$ cat src/rtl/counter_pkg.sv
// Shared definitions for the up/down counter family: direction encodings,
// standard digit sizes and a constant-width helper for prescaler state.
package counter_pkg;

  localparam logic DIR_UP   = 1'b1;
  localparam logic DIR_DOWN = 1'b0;

  localparam int    BCD_NBITS  = 4;
  localparam longint BCD_MODULO = 10;
  localparam int    HEX_NBITS  = 4;
  localparam longint HEX_MODULO = 16;

  // What the counter register does on the coming clock edge.
  typedef enum logic [1:0] {
    OP_HOLD,
    OP_LOAD,
    OP_UP,
    OP_DOWN
  } count_op_e;

  // Ceiling log2; returns 0 for values of 0 or 1, so callers needing a
  // register width must apply their own minimum of one bit.
  function automatic int clog2(input longint value);
    longint rem;
    int     bits;
    rem  = value - 1;
    bits = 0;
    while (rem > 0) begin
      bits = bits + 1;
      rem  = rem >> 1;
    end
    return bits;
  endfunction

endpackage

$ cat src/rtl/prescaler_tick.sv
// Divide-by-PRESCALE enable generator. Counts enabled cycles and raises tick
// combinationally in the last cycle of each group; clear restarts the group.
module prescaler_tick
  import counter_pkg::*;
#(
  parameter int PRESCALE = 1
) (
  input  logic clk,
  input  logic reset,
  input  logic enable,
  input  logic clear,
  output logic tick
);

  localparam int CW = (PRESCALE > 1) ? clog2(longint'(PRESCALE)) : 1;
  localparam logic [CW-1:0] LAST = CW'(PRESCALE - 1);

  logic [CW-1:0] cnt_q;
  logic [CW-1:0] cnt_d;

  assign tick = enable & (cnt_q == LAST);

  // Next prescaler state: clear wins, then wrap on tick, hold when idle.
  always_comb begin
    cnt_d = cnt_q;
    if (clear) begin
      cnt_d = '0;
    end else if (enable) begin
      if (cnt_q == LAST) begin
        cnt_d = '0;
      end else begin
        cnt_d = cnt_q + CW'(1);
      end
    end
  end

  // Prescaler state register, cleared immediately by reset.
  always_ff @(posedge clk or posedge reset) begin
    if (reset) begin
      cnt_q <= '0;
    end else begin
      cnt_q <= cnt_d;
    end
  end

endmodule

$ cat src/rtl/counter_updown_mod.sv
// Modulo-N up/down counter with synchronous clamped load and combinational
// carry/borrow for direct cascading. Defining COUNTER_PRESCALE_EN inserts a
// prescaler so the counter only advances once every PRESCALE enabled cycles.
module counter_updown_mod
  import counter_pkg::*;
#(
  parameter int     NBITS    = 4,
  parameter longint MODULO   = 16,
  parameter int     PRESCALE = 1
) (
  input  logic             clk,
  input  logic             reset,
  input  logic             enable,
  input  logic             up_down,
  input  logic             load,
  input  logic [NBITS-1:0] load_value,
  output logic             carry,
  output logic             borrow,
  output logic             terminal,
  output logic [NBITS-1:0] counter
);

  if ((NBITS < 1) || (NBITS > 32)) begin : g_bad_nbits
    $error("counter_updown_mod: NBITS must be 1..32");
  end
  if ((MODULO < 2) || (MODULO > (longint'(1) << NBITS))) begin : g_bad_modulo
    $error("counter_updown_mod: MODULO must be 2..2**NBITS");
  end
  if ((PRESCALE < 1) || (PRESCALE > 65535)) begin : g_bad_prescale
    $error("counter_updown_mod: PRESCALE must be 1..65535");
  end

  localparam logic [NBITS-1:0] MAX_VAL = NBITS'(MODULO - 1);

  logic             adv;
  logic             at_max;
  logic             at_zero;
  count_op_e        op;
  logic [NBITS-1:0] counter_q;
  logic [NBITS-1:0] counter_d;

`ifdef COUNTER_PRESCALE_EN
  logic tick;

  prescaler_tick #(
    .PRESCALE(PRESCALE)
  ) u_prescaler (
    .clk   (clk),
    .reset (reset),
    .enable(enable),
    .clear (load),
    .tick  (tick)
  );

  assign adv = enable & tick & ~load;
`else
  assign adv = enable & ~load;
`endif

  assign at_max  = (counter_q == MAX_VAL);
  assign at_zero = (counter_q == '0);

  // Wrap flags are gated by reset so an aborted edge never reports a wrap.
  assign carry    = ~reset & adv & (up_down == DIR_UP) & at_max;
  assign borrow   = ~reset & adv & (up_down == DIR_DOWN) & at_zero;
  assign terminal = (up_down == DIR_UP) ? at_max : at_zero;
  assign counter  = counter_q;

  // Resolve load-over-count priority into a single operation.
  always_comb begin
    op = OP_HOLD;
    if (load) begin
      op = OP_LOAD;
    end else if (adv) begin
      op = (up_down == DIR_UP) ? OP_UP : OP_DOWN;
    end
  end

  // Next count: clamp loads into range, wrap by compare so any modulus works.
  always_comb begin
    counter_d = counter_q;
    unique case (op)
      OP_LOAD: counter_d = (load_value > MAX_VAL) ? MAX_VAL : load_value;
      OP_UP:   counter_d = at_max ? '0 : (counter_q + NBITS'(1));
      OP_DOWN: counter_d = at_zero ? MAX_VAL : (counter_q - NBITS'(1));
      default: counter_d = counter_q;
    endcase
  end

  // Count register, forced to zero immediately by reset.
  always_ff @(posedge clk or posedge reset) begin
    if (reset) begin
      counter_q <= '0;
    end else begin
      counter_q <= counter_d;
    end
  end

endmodule
$ cat config.mk
export PLATFORM = sky130hd
export DESIGN_NAME = counter_updown_mod
export DESIGN_NICKNAME = d
export VERILOG_FILES = /design/src/rtl/counter_pkg.sv /design/src/rtl/prescaler_tick.sv /design/src/rtl/counter_updown_mod.sv
export SDC_FILE = /design/constraint.sdc
export NUM_CORES = 1
export LEC_CHECK = 0
export ABC_AREA = 1
export BUFFER_PORTS_ARGS = -buffer_cell sky130_fd_sc_hd__buf_2
export CAP_MARGIN = 20
export CORE_AREA = 3 3 40 42
export DETAILED_ROUTE_END_ITERATION = 7
export DIE_AREA = 0 0 43 45
export SETUP_SLACK_MARGIN = 0.5
export SYNTH_ARGS = -nofsm -noshare
export SYNTH_HDL_FRONTEND = slang
export SYNTH_SLANG_ARGS = --single-unit
$ cat constraint.sdc
create_clock -name clk -period 1.2 [get_ports clk]
set_clock_uncertainty 0.05 [all_clocks]
set_input_delay 0.18 -clock clk [delete_from_list [all_inputs] [get_ports clk]]
set_output_delay 0.18 -clock clk [all_outputs]
set_load 0.01 [all_outputs]
==> run summary <==
Drt drc - 0
Crit-path cells - buf_4, buf_6, buf_6, buf_6, buf_6, buf_6
Vias/cell - 4.89
Final hold vios - 0
Unrepaired setup endpoints after global routing - yes
Dpl cell area - 571 µm²
Core area - 1280 µm²
Fin nets - 116
Vias in the first global route - 526
Crit-path max cell delay - 0.42 ns
Type of destination of the critical path - primary output
Share of cells above drive strength 1 - 62.5%
Post-synthesis net count - 74
Leakage - 0.426 nW
Worst path required time - 0.97 ns
Fin crit period - 1.56 ns
Syn Inst Count - 63
Final worst slack - -0.360 ns
Area growth syn-to-layout - 111%
Pwr/cell area - 993 nW/µm²
Worst R2R End - counter[3]
TritonCTS Buffers - 3
Die W - 43 µm
Avg Inst Size Synth - 6.14 µm²
Routed wire length per instance - 11.6 µm
Commonest non-fill, non-tap cell in the layout - buf_4
Final Setup Violations - 10
Crit path kind - register to primary output
Placed wire-length estimate - 941 µm
Ant diodes - 0
Pins Over Slew Limit - 0
Peak supply drop - 0.454 mV
Drt total wl - 1390 µm
Site Rows - 13
Maximum clock frequency - 0.641 GHz
Overflow after GRT - 0
Setup slack on the worst flop-to-flop path - -0.28 ns
Worst Reg-to-Reg Cells - 10
Slowest CP cell - dfrtp_2
IO Port Bufs - 15
Mapped Area - 387 µm²
Commonest cells after routing, fill and taps aside - 13 x buf_4, 12 x buf_2, 12 x buf_6
First-pass GRT wire length - 2170 µm
Slew of the pin with the lowest slew margin - 0.351 ns
Max Fanout on Critical Path - 4
Worst hold path class - input port to register
Failing checks - setup timing
Worst r2r src - counter[1]
Largest net degree at the start of global routing - 8
Seq/Total Area, Yosys - 25.9%
Worst Hold End - counter[0]
Synth top area cells - dfrtp_1 26%, nand3_1 16%, nand2_1 14%
Total number of H-tree levels - 1
CP Launch Type - register
Final period util - 130%
Clk buf depth - 2
Initial antenna violation count - 0
TritonCTS clock tree - done
WHS - 0.154 ns
Synth warnings - 0
DR pass1 iterations - 4
Min-delay src - load_value[0]
Via count - 582
Design area - 816 µm²
Root Buffer - clkbuf_4
Max cap viols - 0
ANT nets after route - 0
Relative slew slack - 76.5%
Worst path arrival time - 1.33 ns
Post-synth top area share - 25.9%
Register bit count reported by yosys - 4
GPL Wtd Cong - 0.827
Post-synthesis cell type count - 14
Outcome - finished, violations left
Most Frequent Cell on Critical Path - buf_6
Clock transition at the registers of the reported paths - 0.04 ns
Die H - 45 µm
Clock sinks - 4
Starting Density - 30.1%
IO Pins - 16
Post-place setup slack - -0.158 ns
Post-synth top area cell - dfrtp_1
Clk_lat worst skew - 0.24 ns
Die area - 1940 µm²
Hold Path Depth - 3
Largest register FFs - 4
Global Route Usage Sum - 14.9%
1st-iter DRT viols - 17
-- where the power goes --
part           internal [W]  leakage [nW]  switching (W)  total, W
clock              0.000125        0.0150      0.0000654  0.000191
combinational      0.000249         0.366       0.000191  0.000440
sequential         0.000156        0.0450      0.0000236  0.000179
-- worst max-delay path: cells and delay by family, from the launching register on --
family	cells	cell delay [ns]
flip-flops	1	0.42
buffers and inverters	6	0.67
-- stage by stage --
step                      std cells  utilization [%]  total power (W)  TNS, ns
after floorplan                  63                -         0.000315   -0.130
after global placement          102             44.4         0.000431   -0.468
after detailed placement        102             44.4         0.000434   -0.535
after CTS                       117             57.3         0.000751    -2.15
after global routing            119             63.5         0.000867    -2.54
final                           119             63.5         0.000810    -2.00
-- final cells by class --
cell class              count  area [µm²]
inverters                  11        41.3
flip-flops and latches      4         104
multi-input cells          47         323
clock buffers               4        26.3
well taps                  15        18.8
repair buffers             38         303
fillers                   115         469
-- cells in the mapped netlist, drive strengths merged --
library cell / instances
inv: 11
buf: 1
nand3b: 1
a21oi: 2
nand4: 1
a22oi: 3
nand2: 14
nor2: 9
dfrtp: 4
ha: 2
or2: 2
o21ai: 1
nand3: 12
-- routing by layer --
layer / part of all wire (%) / up-vias / GRT usage (%)
li1: - / 287 / -
met1: 38 / 273 / 15.5
met5: 0 / - / 0
met2: 56 / 22 / 28.7
met4: 0 / 0 / 3.61
met3: 6.4 / 0 / 5.18
-- what timing repair did --
item | 4_1_cts | 5_1_grt
resized for setup | 16 | 15
endpoints found under the setup margin | 11 | 11
hold endpoints to repair | 4 | 0
hold buffers | 1 | 0
buffers inserted | 10 | 2
pin swaps | 6 | 9
-- cells by family (layout without fill, tap and decap cells) --
family	Yosys count	in the layout	share of synthesized area (%)
compound gates	6	6	9.71
flops	4	4	25.9
simple gates	39	39	45.3
buf+inv	12	53	12.6
fa+ha+maj	2	2	6.47
-- how the worst max path moves through the flow --
stage                     startpoint         end  slack, ns
after floorplan           counter[0]      borrow      -0.09
after global placement    counter[1]      borrow      -0.13
after detailed placement  counter[1]      borrow      -0.16
after CTS                 counter[1]      borrow      -0.38
after global routing      counter[0]      borrow      -0.42
final                     counter[1]  counter[1]      -0.36
Power figures use the tool's default switching activity.
